**src/rtl/clut_cache_pkg.sv**
```systemverilog
// gpu_clut_pkg: shared palette-cache geometry, fill-state encoding and the
// helper that turns a CLUT base plus palette index into a VRAM line tag.
package gpu_clut_pkg;

    localparam int CLUT_LINES       = 16;
    localparam int CLUT_LINE_COLORS = 16;
    localparam int CLUT_BEATS       = 8;
    localparam int CLUT_TAG_W       = 15;

    typedef enum logic [1:0] {
        IDLE = 2'd0,
        REQ  = 2'd1,
        DATA = 2'd2,
        DONE = 2'd3
    } fill_state_e;

    typedef logic [CLUT_TAG_W-1:0] clut_tag_t;

    // X advances in 16-colour units and wraps inside the 64-unit VRAM row,
    // so the carry out of the 6-bit sum must never reach the Y field.
    function automatic clut_tag_t clut_line_tag(input logic [14:0] clutBase,
                                                input logic [7:0]  index);
        logic [5:0] x;
        x = clutBase[5:0] + {2'b00, index[7:4]};
        return {clutBase[14:6], x};
    endfunction

endpackage

```
**src/rtl/clut_cache_if.sv**
```systemverilog
// clut_cache_if: burst read port between the palette cache and VRAM.
// Signal names are seen from the cache side (o_ = driven by the cache).
interface clut_cache_if;

    logic        o_memReq;
    logic [14:0] o_memAdr;
    logic        i_memAck;
    logic        i_memDataValid;
    logic [31:0] i_memData;

    modport master (
        output o_memReq,
        output o_memAdr,
        input  i_memAck,
        input  i_memDataValid,
        input  i_memData
    );

    modport slave (
        input  o_memReq,
        input  o_memAdr,
        output i_memAck,
        output i_memDataValid,
        output i_memData
    );

endinterface

```
**src/rtl/clut_cache_fill_ctrl.sv**
```systemverilog
// clut_fill_ctrl: line-fill FSM of the palette cache. Owns the burst
// handshake, beat counter and stale flag, and tells the cache which RAM pair
// to write and when a line's tag/valid bit may be updated.
module clut_fill_ctrl
    import gpu_clut_pkg::*;
(
    input  logic                clk,
    input  logic                i_rst,
    input  logic                i_invalidate,
    input  logic                i_fillReq,
    input  clut_tag_t           i_fillAdr,
    input  logic [3:0]          i_fillSlot,
    clut_cache_if.master        mem,
    output logic                o_ramWe,
    output logic [6:0]          o_ramAdr,
    output logic [31:0]         o_ramData,
    output logic                o_validClr,
    output logic                o_validSet,
    output logic                o_tagSet,
    output logic [3:0]          o_slot,
    output clut_tag_t           o_tag,
    output logic                o_complete
);

    localparam int BEAT_W = $clog2(CLUT_BEATS);

    localparam logic [1:0] ST_IDLE = IDLE;
    localparam logic [1:0] ST_REQ  = REQ;
    localparam logic [1:0] ST_DATA = DATA;
    localparam logic [1:0] ST_DONE = DONE;

    logic [1:0]        r_state;
    logic [BEAT_W-1:0] r_beat;
    logic              r_stale;
    clut_tag_t         r_adr;
    logic [3:0]        r_slot;

    logic              w_beatValid;
    logic              w_lastBeat;

    assign w_beatValid = (r_state == ST_DATA) && mem.i_memDataValid;
    assign w_lastBeat  = w_beatValid && (r_beat == BEAT_W'(CLUT_BEATS - 1));

    // Fill sequencing: latch the line on start, wait for the ack, count the
    // beats, and remember any invalidate seen while the burst was in flight.
    always_ff @(posedge clk) begin
        if (i_rst) begin
            r_state <= ST_IDLE;
            r_beat  <= '0;
            r_stale <= 1'b0;
            r_adr   <= '0;
            r_slot  <= '0;
        end else begin
            case (r_state)
                ST_IDLE: begin
                    if (i_fillReq) begin
                        r_adr   <= i_fillAdr;
                        r_slot  <= i_fillSlot;
                        r_stale <= 1'b0;
                        r_state <= ST_REQ;
                    end
                end
                ST_REQ: begin
                    if (i_invalidate) begin
                        r_stale <= 1'b1;
                    end
                    if (mem.i_memAck) begin
                        r_beat  <= '0;
                        r_state <= ST_DATA;
                    end
                end
                ST_DATA: begin
                    if (i_invalidate) begin
                        r_stale <= 1'b1;
                    end
                    if (w_beatValid) begin
                        r_beat <= r_beat + 1'b1;
                        if (w_lastBeat) begin
                            r_state <= ST_DONE;
                        end
                    end
                end
                ST_DONE: begin
                    r_state <= ST_IDLE;
                end
                default: begin
                    r_state <= ST_IDLE;
                end
            endcase
        end
    end

    assign mem.o_memReq = (r_state == ST_REQ);
    assign mem.o_memAdr = r_adr;

    assign o_ramWe    = w_beatValid;
    assign o_ramAdr   = {r_slot, r_beat};
    assign o_ramData  = mem.i_memData;

    // The slot is cleared in the start cycle, before r_slot has been loaded.
    assign o_validClr = (r_state == ST_IDLE) && i_fillReq;
    assign o_slot     = (r_state == ST_IDLE) ? i_fillSlot : r_slot;
    assign o_tagSet   = w_lastBeat;
    assign o_validSet = w_lastBeat && !r_stale && !i_invalidate;
    assign o_tag      = r_adr;
    assign o_complete = (r_state == ST_DONE);

endmodule

```
**src/rtl/clut_cache.sv**
```systemverilog
// clut_cache: 256-entry palette cache organised as 16 tagged lines of 16
// colours. Hit/miss is combinational, colour data is registered one cycle
// later, and misses are refilled from VRAM by clut_fill_ctrl.
// Optional feature macro: CLUT_CACHE_STATS_EN adds saturating hit/miss
// counters on o_hitCount / o_missCount.
module clut_cache
    import gpu_clut_pkg::*;
(
    input  logic                clk,
    input  logic                i_rst,
    input  logic                i_pause,
    input  logic                i_invalidate,
    input  logic [14:0]         GPU_REG_CLUT,
    input  logic                requDataClut_c1,
    input  logic [7:0]          indexPal,
    output logic                ClutHit_c1,
    output logic                ClutMiss_c1,
    output logic [15:0]         dataClut_c2,
    input  logic                requClutCacheUpdate,
    input  logic [14:0]         adrClutCacheUpdate,
    output logic                updateClutCacheComplete,
    clut_cache_if.master        mem
`ifdef CLUT_CACHE_STATS_EN
    ,
    output logic [15:0]         o_hitCount,
    output logic [15:0]         o_missCount
`endif
);

    logic [15:0]           r_ram [CLUT_LINES*CLUT_LINE_COLORS];
    logic [CLUT_LINES-1:0] r_valid;
    clut_tag_t             r_tag [CLUT_LINES];
    logic [15:0]           r_dataC2;

    logic [3:0]            w_slot;
    clut_tag_t             w_expTag;
    logic                  w_hit;
    logic                  w_miss;

    logic                  w_ramWe;
    logic [6:0]            w_ramAdr;
    logic [31:0]           w_ramData;
    logic                  w_validClr;
    logic                  w_validSet;
    logic                  w_tagSet;
    logic [3:0]            w_fillSlot;
    clut_tag_t             w_fillTag;

    assign w_slot   = indexPal[7:4];
    assign w_expTag = clut_line_tag(GPU_REG_CLUT, indexPal);
    assign w_hit    = requDataClut_c1 && r_valid[w_slot] && (r_tag[w_slot] == w_expTag);
    assign w_miss   = requDataClut_c1 && !w_hit;

    assign ClutHit_c1  = w_hit;
    assign ClutMiss_c1 = w_miss;
    assign dataClut_c2 = r_dataC2;

    clut_fill_ctrl u_fill (
        .clk          (clk),
        .i_rst        (i_rst),
        .i_invalidate (i_invalidate),
        .i_fillReq    (requClutCacheUpdate),
        .i_fillAdr    (adrClutCacheUpdate),
        .i_fillSlot   (w_slot),
        .mem          (mem),
        .o_ramWe      (w_ramWe),
        .o_ramAdr     (w_ramAdr),
        .o_ramData    (w_ramData),
        .o_validClr   (w_validClr),
        .o_validSet   (w_validSet),
        .o_tagSet     (w_tagSet),
        .o_slot       (w_fillSlot),
        .o_tag        (w_fillTag),
        .o_complete   (updateClutCacheComplete)
    );

    // Colour RAM: each VRAM beat carries two colours, lower index in [15:0].
    always_ff @(posedge clk) begin
        if (w_ramWe) begin
            r_ram[{w_ramAdr, 1'b0}] <= w_ramData[15:0];
            r_ram[{w_ramAdr, 1'b1}] <= w_ramData[31:16];
        end
    end

    // c2 colour register: follows the looked-up entry unless the pipe is paused.
    always_ff @(posedge clk) begin
        if (i_rst) begin
            r_dataC2 <= '0;
        end else if (!i_pause) begin
            r_dataC2 <= r_ram[indexPal];
        end
    end

    // Line bookkeeping; a global invalidate overrides a same-cycle valid set.
    always_ff @(posedge clk) begin
        if (i_rst) begin
            r_valid <= '0;
            for (int i = 0; i < CLUT_LINES; i++) begin
                r_tag[i] <= '0;
            end
        end else begin
            if (w_validClr) begin
                r_valid[w_fillSlot] <= 1'b0;
            end
            if (w_tagSet) begin
                r_tag[w_fillSlot] <= w_fillTag;
            end
            if (w_validSet) begin
                r_valid[w_fillSlot] <= 1'b1;
            end
            if (i_invalidate) begin
                r_valid <= '0;
            end
        end
    end

`ifdef CLUT_CACHE_STATS_EN
    logic [15:0] r_hitCount;
    logic [15:0] r_missCount;

    // Saturating lookup statistics, frozen while the pipe is paused.
    always_ff @(posedge clk) begin
        if (i_rst) begin
            r_hitCount  <= '0;
            r_missCount <= '0;
        end else if (!i_pause) begin
            if (w_hit && (r_hitCount != 16'hFFFF)) begin
                r_hitCount <= r_hitCount + 16'd1;
            end
            if (w_miss && (r_missCount != 16'hFFFF)) begin
                r_missCount <= r_missCount + 16'd1;
            end
        end
    end

    assign o_hitCount  = r_hitCount;
    assign o_missCount = r_missCount;
`endif

endmodule

```
**src/flat_wrapper.sv**
```systemverilog
// flat-port wrapper written by rule: the top's interface ports become plain ports
module clut_cache_flat import gpu_clut_pkg::*;
  (clk, i_rst, i_pause, i_invalidate, GPU_REG_CLUT, requDataClut_c1, indexPal, ClutHit_c1, ClutMiss_c1, dataClut_c2, requClutCacheUpdate, adrClutCacheUpdate, updateClutCacheComplete, mem_o_memReq, mem_o_memAdr, mem_i_memAck, mem_i_memDataValid, mem_i_memData);
  clut_cache_if mem_i ();
  input  logic clk;
  input  logic i_rst;
  input  logic i_pause;
  input  logic i_invalidate;
  input  logic [14:0] GPU_REG_CLUT;
  input  logic requDataClut_c1;
  input  logic [7:0] indexPal;
  output logic ClutHit_c1;
  output logic ClutMiss_c1;
  output logic [15:0] dataClut_c2;
  input  logic requClutCacheUpdate;
  input  logic [14:0] adrClutCacheUpdate;
  output logic updateClutCacheComplete;
  output wire logic [$bits(mem_i.o_memReq)-1:0] mem_o_memReq;
  output wire logic [$bits(mem_i.o_memAdr)-1:0] mem_o_memAdr;
  input wire logic [$bits(mem_i.i_memAck)-1:0] mem_i_memAck;
  input wire logic [$bits(mem_i.i_memDataValid)-1:0] mem_i_memDataValid;
  input wire logic [$bits(mem_i.i_memData)-1:0] mem_i_memData;
  assign mem_o_memReq = mem_i.o_memReq;
  assign mem_o_memAdr = mem_i.o_memAdr;
  assign mem_i.i_memAck = mem_i_memAck;
  assign mem_i.i_memDataValid = mem_i_memDataValid;
  assign mem_i.i_memData = mem_i_memData;
  clut_cache u_core (.clk(clk), .i_rst(i_rst), .i_pause(i_pause), .i_invalidate(i_invalidate), .GPU_REG_CLUT(GPU_REG_CLUT), .requDataClut_c1(requDataClut_c1), .indexPal(indexPal), .ClutHit_c1(ClutHit_c1), .ClutMiss_c1(ClutMiss_c1), .dataClut_c2(dataClut_c2), .requClutCacheUpdate(requClutCacheUpdate), .adrClutCacheUpdate(adrClutCacheUpdate), .updateClutCacheComplete(updateClutCacheComplete), .mem(mem_i));
endmodule
```
**config.mk**
```make
export PLATFORM = sky130hd
export DESIGN_NAME = clut_cache_flat
export DESIGN_NICKNAME = d
export VERILOG_FILES = /design/src/rtl/clut_cache_pkg.sv /design/src/rtl/clut_cache_if.sv /design/src/rtl/clut_cache_fill_ctrl.sv /design/src/rtl/clut_cache.sv /design/src/flat_wrapper.sv
export SDC_FILE = /design/constraint.sdc
export NUM_CORES = 2
export LEC_CHECK = 0
export BUFFER_PORTS_ARGS = -buffer_cell sky130_fd_sc_hd__buf_2
export CAP_MARGIN = 20
export CELL_PAD_IN_SITES_DETAIL_PLACEMENT = 1
export CELL_PAD_IN_SITES_GLOBAL_PLACEMENT = 1
export CORE_ASPECT_RATIO = 1.5
export CORE_MARGIN = 3
export CORE_UTILIZATION = 25
export DETAILED_ROUTE_END_ITERATION = 10
export GPL_ROUTABILITY_DRIVEN = 0
export PLACE_DENSITY_LB_ADDON = 0.1
export SETUP_SLACK_MARGIN = 0.05
export SLEW_MARGIN = 30
export SYNTH_ARGS = -nofsm -noshare
export SYNTH_HDL_FRONTEND = slang
export SYNTH_MEMORY_MAX_BITS = 65536
export SYNTH_SLANG_ARGS = --single-unit
```
**constraint.sdc**
```tcl
create_clock -name clk -period 6.86 [get_ports clk]
set_input_delay 0.686 -clock clk [delete_from_list [all_inputs] [get_ports clk]]
set_output_delay 0.686 -clock clk [all_outputs]
set_load 0.02 [all_outputs]
```
### Word-level counts from Yosys, hierarchy flattened

Memories as Yosys holds them, arrays and structs flattened. A register that Yosys moved wholly into a read port is not among the register bits.
Index checks and enable logic that the tools add are counted.

| word-level totals | value |
|---|---|
| register bits | 41 |
| bits in writable memories | 4336 |
| bits of input ports | 78 |
| output and inout bits | 35 |
| memories kept | 2 |

| operators by class | value |
|---|---|
| add/sub/neg operators | 2 |
| $lt $le $gt $ge | 3 |
| equal/unequal tests | 10 |
| muxes and demuxes | 29 |
| bitwise gates (word level) | 3 |
| reduce and logical (&&, ||, !) cells | 23 |

Memories:

| name | words | bits a word | rd ports | clocked after memory_dff | wr ports | RTL line | RTL |
|---|---|---|---|---|---|---|---|
| u_core.r_ram | 256 | 16 | 1 | 1 | 2 | clut_cache.sv:30 | `logic [15:0] r_ram [CLUT_LINES*CLUT_LINE_COLORS];` |
| u_core.r_tag | 16 | 15 | 1 | 0 | 16 | clut_cache.sv:32 | `clut_tag_t r_tag [CLUT_LINES];` |

Operators with widths:

| kind | number |
|---|---|
| two-way mux 16 bit | 3 |
| AND 16 bit | 1 |
| NOT 16 bit | 1 |
| bitwise OR 16 bit | 1 |
| equality test 15 bit | 1 |
| two-way mux 15 bit | 1 |
| OR reduction 15 bit | 1 |
| two-way mux 1 bit | 12 |
| less-than comparator 4 x 5 -> 1 bit (second input constant) | 2 |
| logical AND 1 bit | 9 |
| two-way mux 2 bit | 4 |
| two-way mux 4 bit | 2 |
| one-hot mux 2 bit (4 select lines) | 1 |
| adder 6 x 4 -> 6 bit | 1 |
| two-way mux 3 bit | 2 |
| != test 2 bit (second input constant) | 3 |
| one-hot mux 3 bit (2 select lines) | 1 |
| AND reduction 3 bit | 2 |
| binary-select mux 1 bit (select 4 bit) | 1 |
| demux 1 bit (select 4 bit) | 1 |
| equality test 2 bit (second input constant) | 2 |
| >= comparator 4 x 1 -> 1 bit (second input constant) | 1 |
| logical NOT 1 bit | 4 |
| != test 2 x 1 -> 1 bit (second input constant) | 2 |
| 9 further kinds | 11 |

### Depth between registers and ports, before layout

| depth | value |
|---|---|
| word-level depth | 12 |
| mapped depth | 12 |

### Modules after synthesis

From an unflattened synthesis, not the netlist that was laid out.

| unflattened totals | value |
|---|---|
| cells, all modules | 7703 |
| area total of the unflattened synthesis | 170303.3 um^2 |

By module, submodules not included:

| module | times used | cells each | area an instance (um^2) |
|---|---|---|---|
| clut_cache | 1 | 7510 | 168764.4 |
| clut_fill_ctrl | 1 | 193 | 1539.0 |

### Least setup slack after synthesis

OpenSTA, ideal clock, no wires.

| timing | value |
|---|---|
| path kind | input port to output port |
| start point | input indexPal[4] |
| end point | output ClutHit_c1 |
| arrival | 2.772 ns |
| data required time | 6.174 ns |
| path slack | 3.402 ns |
| stages on the path | 8 |
| buffers on the path | 2 |
| path through | buf_4 buf_6 mux4_2 mux4_2 xnor2_1 o21ai_0 a2111oi_1 and2_1 |

| on the way | value |
|---|---|
| word-level cells in the longest chain between the ends | 4 |

Ends and longest elaborated chain:

| what | RTL line | RTL |
|---|---|---|
| start: declaration | flat_wrapper.sv:11 | `input logic [7:0] indexPal;` |
| parallel branches: the longest is 3 deep, another holds adder 6 x 4 -> 6 bit | -- |  |
| logical AND 1 bit * | clut_cache.sv:51 | `assign w_hit = requDataClut_c1 && r_valid[w_slot] && (r_tag[w_slot] == w_expTag);` |
| end: declaration | flat_wrapper.sv:12 | `output logic ClutHit_c1;` |

Every way passes the cells marked *. The select of a mux whose other input is x is not followed.

### Worst setup path in the final report

| timing | value |
|---|---|
| start point | input indexPal[4] |
| end point | output ClutMiss_c1 |

| on the way | value |
|---|---|
| word-level cells in the longest chain between the ends | 6 |

Ends and longest elaborated chain:

| what | RTL line | RTL |
|---|---|---|
| parallel branches: the longest is 3 deep, another holds adder 6 x 4 -> 6 bit | -- |  |
| logical AND 1 bit * | clut_cache.sv:51 |  |
| logical NOT 1 bit * | clut_cache.sv:52 | `assign w_miss = requDataClut_c1 && !w_hit;` |
| logical AND 1 bit * | clut_cache.sv:52 |  |
| end: declaration | flat_wrapper.sv:13 | `output logic ClutMiss_c1;` |

Marks and branches as above.

==> flow_metrics.py <==
metrics = {
    "worst_setup_path": {
        "critical_path_peak_fanout": 34,
        "r2r_slack_ns": 2.81,
        "cp.required_ns": 6.17,
        "cp_cell_sequence": "buf_4, buf_4, nor2b_1, a22oi_1, a21o_1, a221oi_1, o211ai_1, nor3_1, a21oi_1, buf_2",
        "path_buf_inv": 3,
        "critPathKind": "in2out",
        "slowest_delay_ns": 0.79,
        "crit_family": "buffers and inverters",
        "r2r-start": "u_core.u_fill.r_state[0]$_SDFFE_PP0P_",
        "r2r_cells": 8,
        "start_kind": "input port",
        "worstPathArrival_ns": 4.48,
        "cp-end-kind": "output port",
        "cp_common_cell": "buf_4",
        "reg2reg_to": "u_core.r_ram[212][12]$_DFFE_PP_",
        "crit_slowest_cell": "nor2b_1",
    },
    "synth": {
        "synth_area_um2": 170000,
        "syn_area_per_cell_um2": 22.1,
        "synth-edff-count": 4336,
        "syn_nets": 7760,
        "netlist.area_leader.share": 0.768,
        "yosysSeqAreaShare": 0.774,
        "yosys_warnings": 0,
        "syn_inst": 7671,
        "synth_ff_type": "edfxtp_1",
        "synth-async-reset-ratio": 0,
        "ys_top_cells_by_area": "edfxtp_1 (77%), mux4_2 (14%), mux2i_1 (1.5%)",
        "synth-seq-cells": 4393,
        "yosys.area.top_type": "edfxtp_1",
        "synth.distinct_cells": 58,
    },
    "layout": {
        "fin_area_um2": 200000,
        "fill_cells": 67337,
        "fin_nets": 8291,
        "areaGrowthSynthToFinish_pct": 17.7,
        "layout-drive-gt1-share": 0.293,
    },
    "sta": {
        "slew-limit-headroom": 0.188,
        "finalSetupTns_ns": 0,
        "fin_skew_ns": 0.0498,
        "worstMarginPinSlew_ns": 1.22,
        "hold_violations": 0,
        "timing.final.crit_share": 0.752,
        "max_freq_mhz": 194,
        "fin_crit_ns": 5.16,
        "finalSetupViolations": 0,
        "rsz0062_at_grt": "false",
        "finalMaxSlewViolations": 0,
    },
    "cts": {
        "numCtsBuffers": 445,
        "cts.repair.resized": 0,
        "ctsLongestPathBuffers": 4,
        "cts-root-buf": "clkbuf_16",
        "post-cts-setup-buffer-count": 0,
        "htreeDepth": 5,
        "tritoncts": "done",
        "clock_latency_ns": 0.97,
        "cts_num_sinks": 4393,
        "cts.clk_slew.worst_paths_ns": 0.06,
    },
    "floorplanning": {
        "initial_core_util": 0.251,
        "core-area_um2": 676000,
        "row_count": 370,
        "die-width_um": 679,
        "dieArea_um2": 689000,
        "boundaryPins": 113,
        "die_h_um": 1010,
    },
    "place": {
        "portBuffers": 112,
        "hpwl_um": 364000,
        "placed_cell_area_um2": 185000,
    },
    "power": {
        "power.total_mw": 58.0,
        "leakagePower_nw": 61.1,
        "ir_worst_vdd_uv": 205,
        "power.density_nw_per_um2": 291,
    },
    "grt": {
        "grt_pass1_vias": 91664,
        "grt_start_max_net_pins": 93,
        "grt_pass1_wl_um": 798000,
        "grt_usage": 0.167,
        "antenna_found_initial": 57,
        "grt.overflow.total": 0,
    },
    "run": {
        "drv_cap": 0,
    },
    "status": {
        "outcome": "complete, no violations",
    },
    "hold_path": {
        "min_path_type": "in2reg",
        "min_from": "mem_i_memData[13]",
        "min_path_cells": 1,
        "min_to": "u_core.r_ram[202][13]$_DFFE_PP_",
    },
    "routing": {
        "via_per_inst": 4.68,
        "wl_um": 585000,
        "drt_iter0_drc": 6535,
        "ant_nets": 0,
        "drt_first_pass_iters": 5,
        "wl_per_cell_um": 33.3,
        "vias": 82036,
        "drc_errors": 0,
    },
}
per-layer routing:
metal	global-route usage	part of all wire	vias to the layer above
met5	0	0.000019	-
met4	0.0408	0.026	2
met3	0.0160	0.035	577
met2	0.317	0.55	1626
met1	0.200	0.39	46201
li1	-	-	33630
synth_stat cells (2+ instances only):
cell / n
a2111oi_0: 2
a211oi_1: 17
a21o_1: 3
a21oi_1: 101
a221o_1: 15
a221oi_1: 16
a22o_1: 3
a22oi_1: 204
a31oi_1: 5
and2_1: 250
and3_1: 5
buf_1: 50
buf_2: 103
buf_4: 56
buf_6: 25
clkbuf_1: 228
clkinv_1: 2
dfxtp_1: 57
edfxtp_1: 4336
ha_1: 10
inv_1: 4
mux2_2: 28
mux2i_1: 251
mux4_2: 1085
nand2_1: 113
nand2b_1: 10
nand3_1: 118
nand3b_1: 3
nand4_1: 33
nand4b_1: 2
nor2_1: 177
nor2b_1: 18
nor3_1: 38
nor3b_1: 2
o211ai_1: 17
o21a_1: 3
o21ai_0: 40
o21ai_1: 20
o221ai_1: 84
o22ai_1: 66
o31ai_1: 2
o32ai_1: 14
or2_2: 27
or3b_2: 2
xnor2_1: 13
logic make-up (layout without fill, tap and decap cells):
family | Yosys count | after routing | share of synthesized area
compound gates | 620 | 620 | 0.0257
xor+xnor | 14 | 14 | 0.000723
fa+ha+maj | 11 | 11 | 0.000856
buf+inv | 468 | 1381 | 0.0135
flops | 4393 | 4393 | 0.774
mux | 1364 | 1364 | 0.161
other cells | 0 | 32 | 0
simple gates | 801 | 801 | 0.0242
how the worst max path moves through the flow:
stage,start,to,slack [ns],depth (start not counted)
2_1_floorplan,indexPal[4],ClutHit_c1,3.40,8
3_3_place_gp,indexPal[4],ClutMiss_c1,0.91,9
3_5_place_dp,indexPal[4],ClutMiss_c1,1.54,10
4_1_cts,indexPal[4],ClutMiss_c1,1.54,10
5_1_grt,indexPal[4],ClutMiss_c1,1.44,10
6_report,indexPal[4],ClutMiss_c1,1.70,10
power by group:
group	leakage [nW]	switching, mW	total, mW	internal [mW]
combinational	14.2	2.51	3.60	1.09
sequential	39.7	0.159	29.8	29.6
clock	7.10	10.8	24.6	13.8
stage by stage:
stage               setup slack (ns)  utilization  hold slack [ns]  std cells
finish                          1.70        0.295            0.110      17544
floorplan                       3.40            -            0.447       7671
CTS                             1.54        0.295           0.0385      17510
detailed placement              1.54        0.273            0.469      16665
global route                    1.44        0.295           0.0729      17514
global placement               0.912        0.272            0.463      16633
cell usage in the layout, fill, tap and decap left out, types with 32 or more instances in the layout:
master     instances
clkbuf_16        450
mux2i_1          251
dfxtp_1           52
and2_1           249
nand4_1           33
clkinv_1         106
a22oi_1          204
mux4_2          1085
nand3_1          111
bufinv_16         45
buf_4            342
nand2_1          109
o221ai_1          84
edfxtp_1        4336
diode_2           32
a21oi_1          101
buf_6             36
clkinv_2          98
buf_12            51
nor2_4           128
buf_2             73
o22ai_1           65
o21ai_0           39
clkbuf_1          78
area by class of cell:
cell class	count	area, um2	share of cell area
Antenna cell	32	80.1	0.000401
Clock buffer	536	11700	0.0584
Timing Repair Buffer	546	5230	0.0262
Inverter	6	31.3	0.000157
Multi-Input combinational cell	2810	37200	0.187
Tap cell	8928	11200	0.0560
Clock inverter	293	2820	0.0141
Sequential cell	4393	131000	0.658
registers in the layout (all words and copies together), names as in the netlist:
register                    count
u_core.r_tag                  240
u_core.r_valid                 16
u_core.r_ram                 4096
u_core.u_fill.r_beat            3
u_core.u_fill.r_stale           1
u_core.u_fill.r_state           2
u_core.u_fill.r_slot            4
u_core.u_fill.mem.o_memAdr     15
u_core.dataClut_c2             16
repair_timing:
item,4_1_cts,5_1_grt
hold endpoints to repair,17,0
setup endpoints to repair,0,0
hold buffers,16,0
Power figures use the tool's default switching activity.
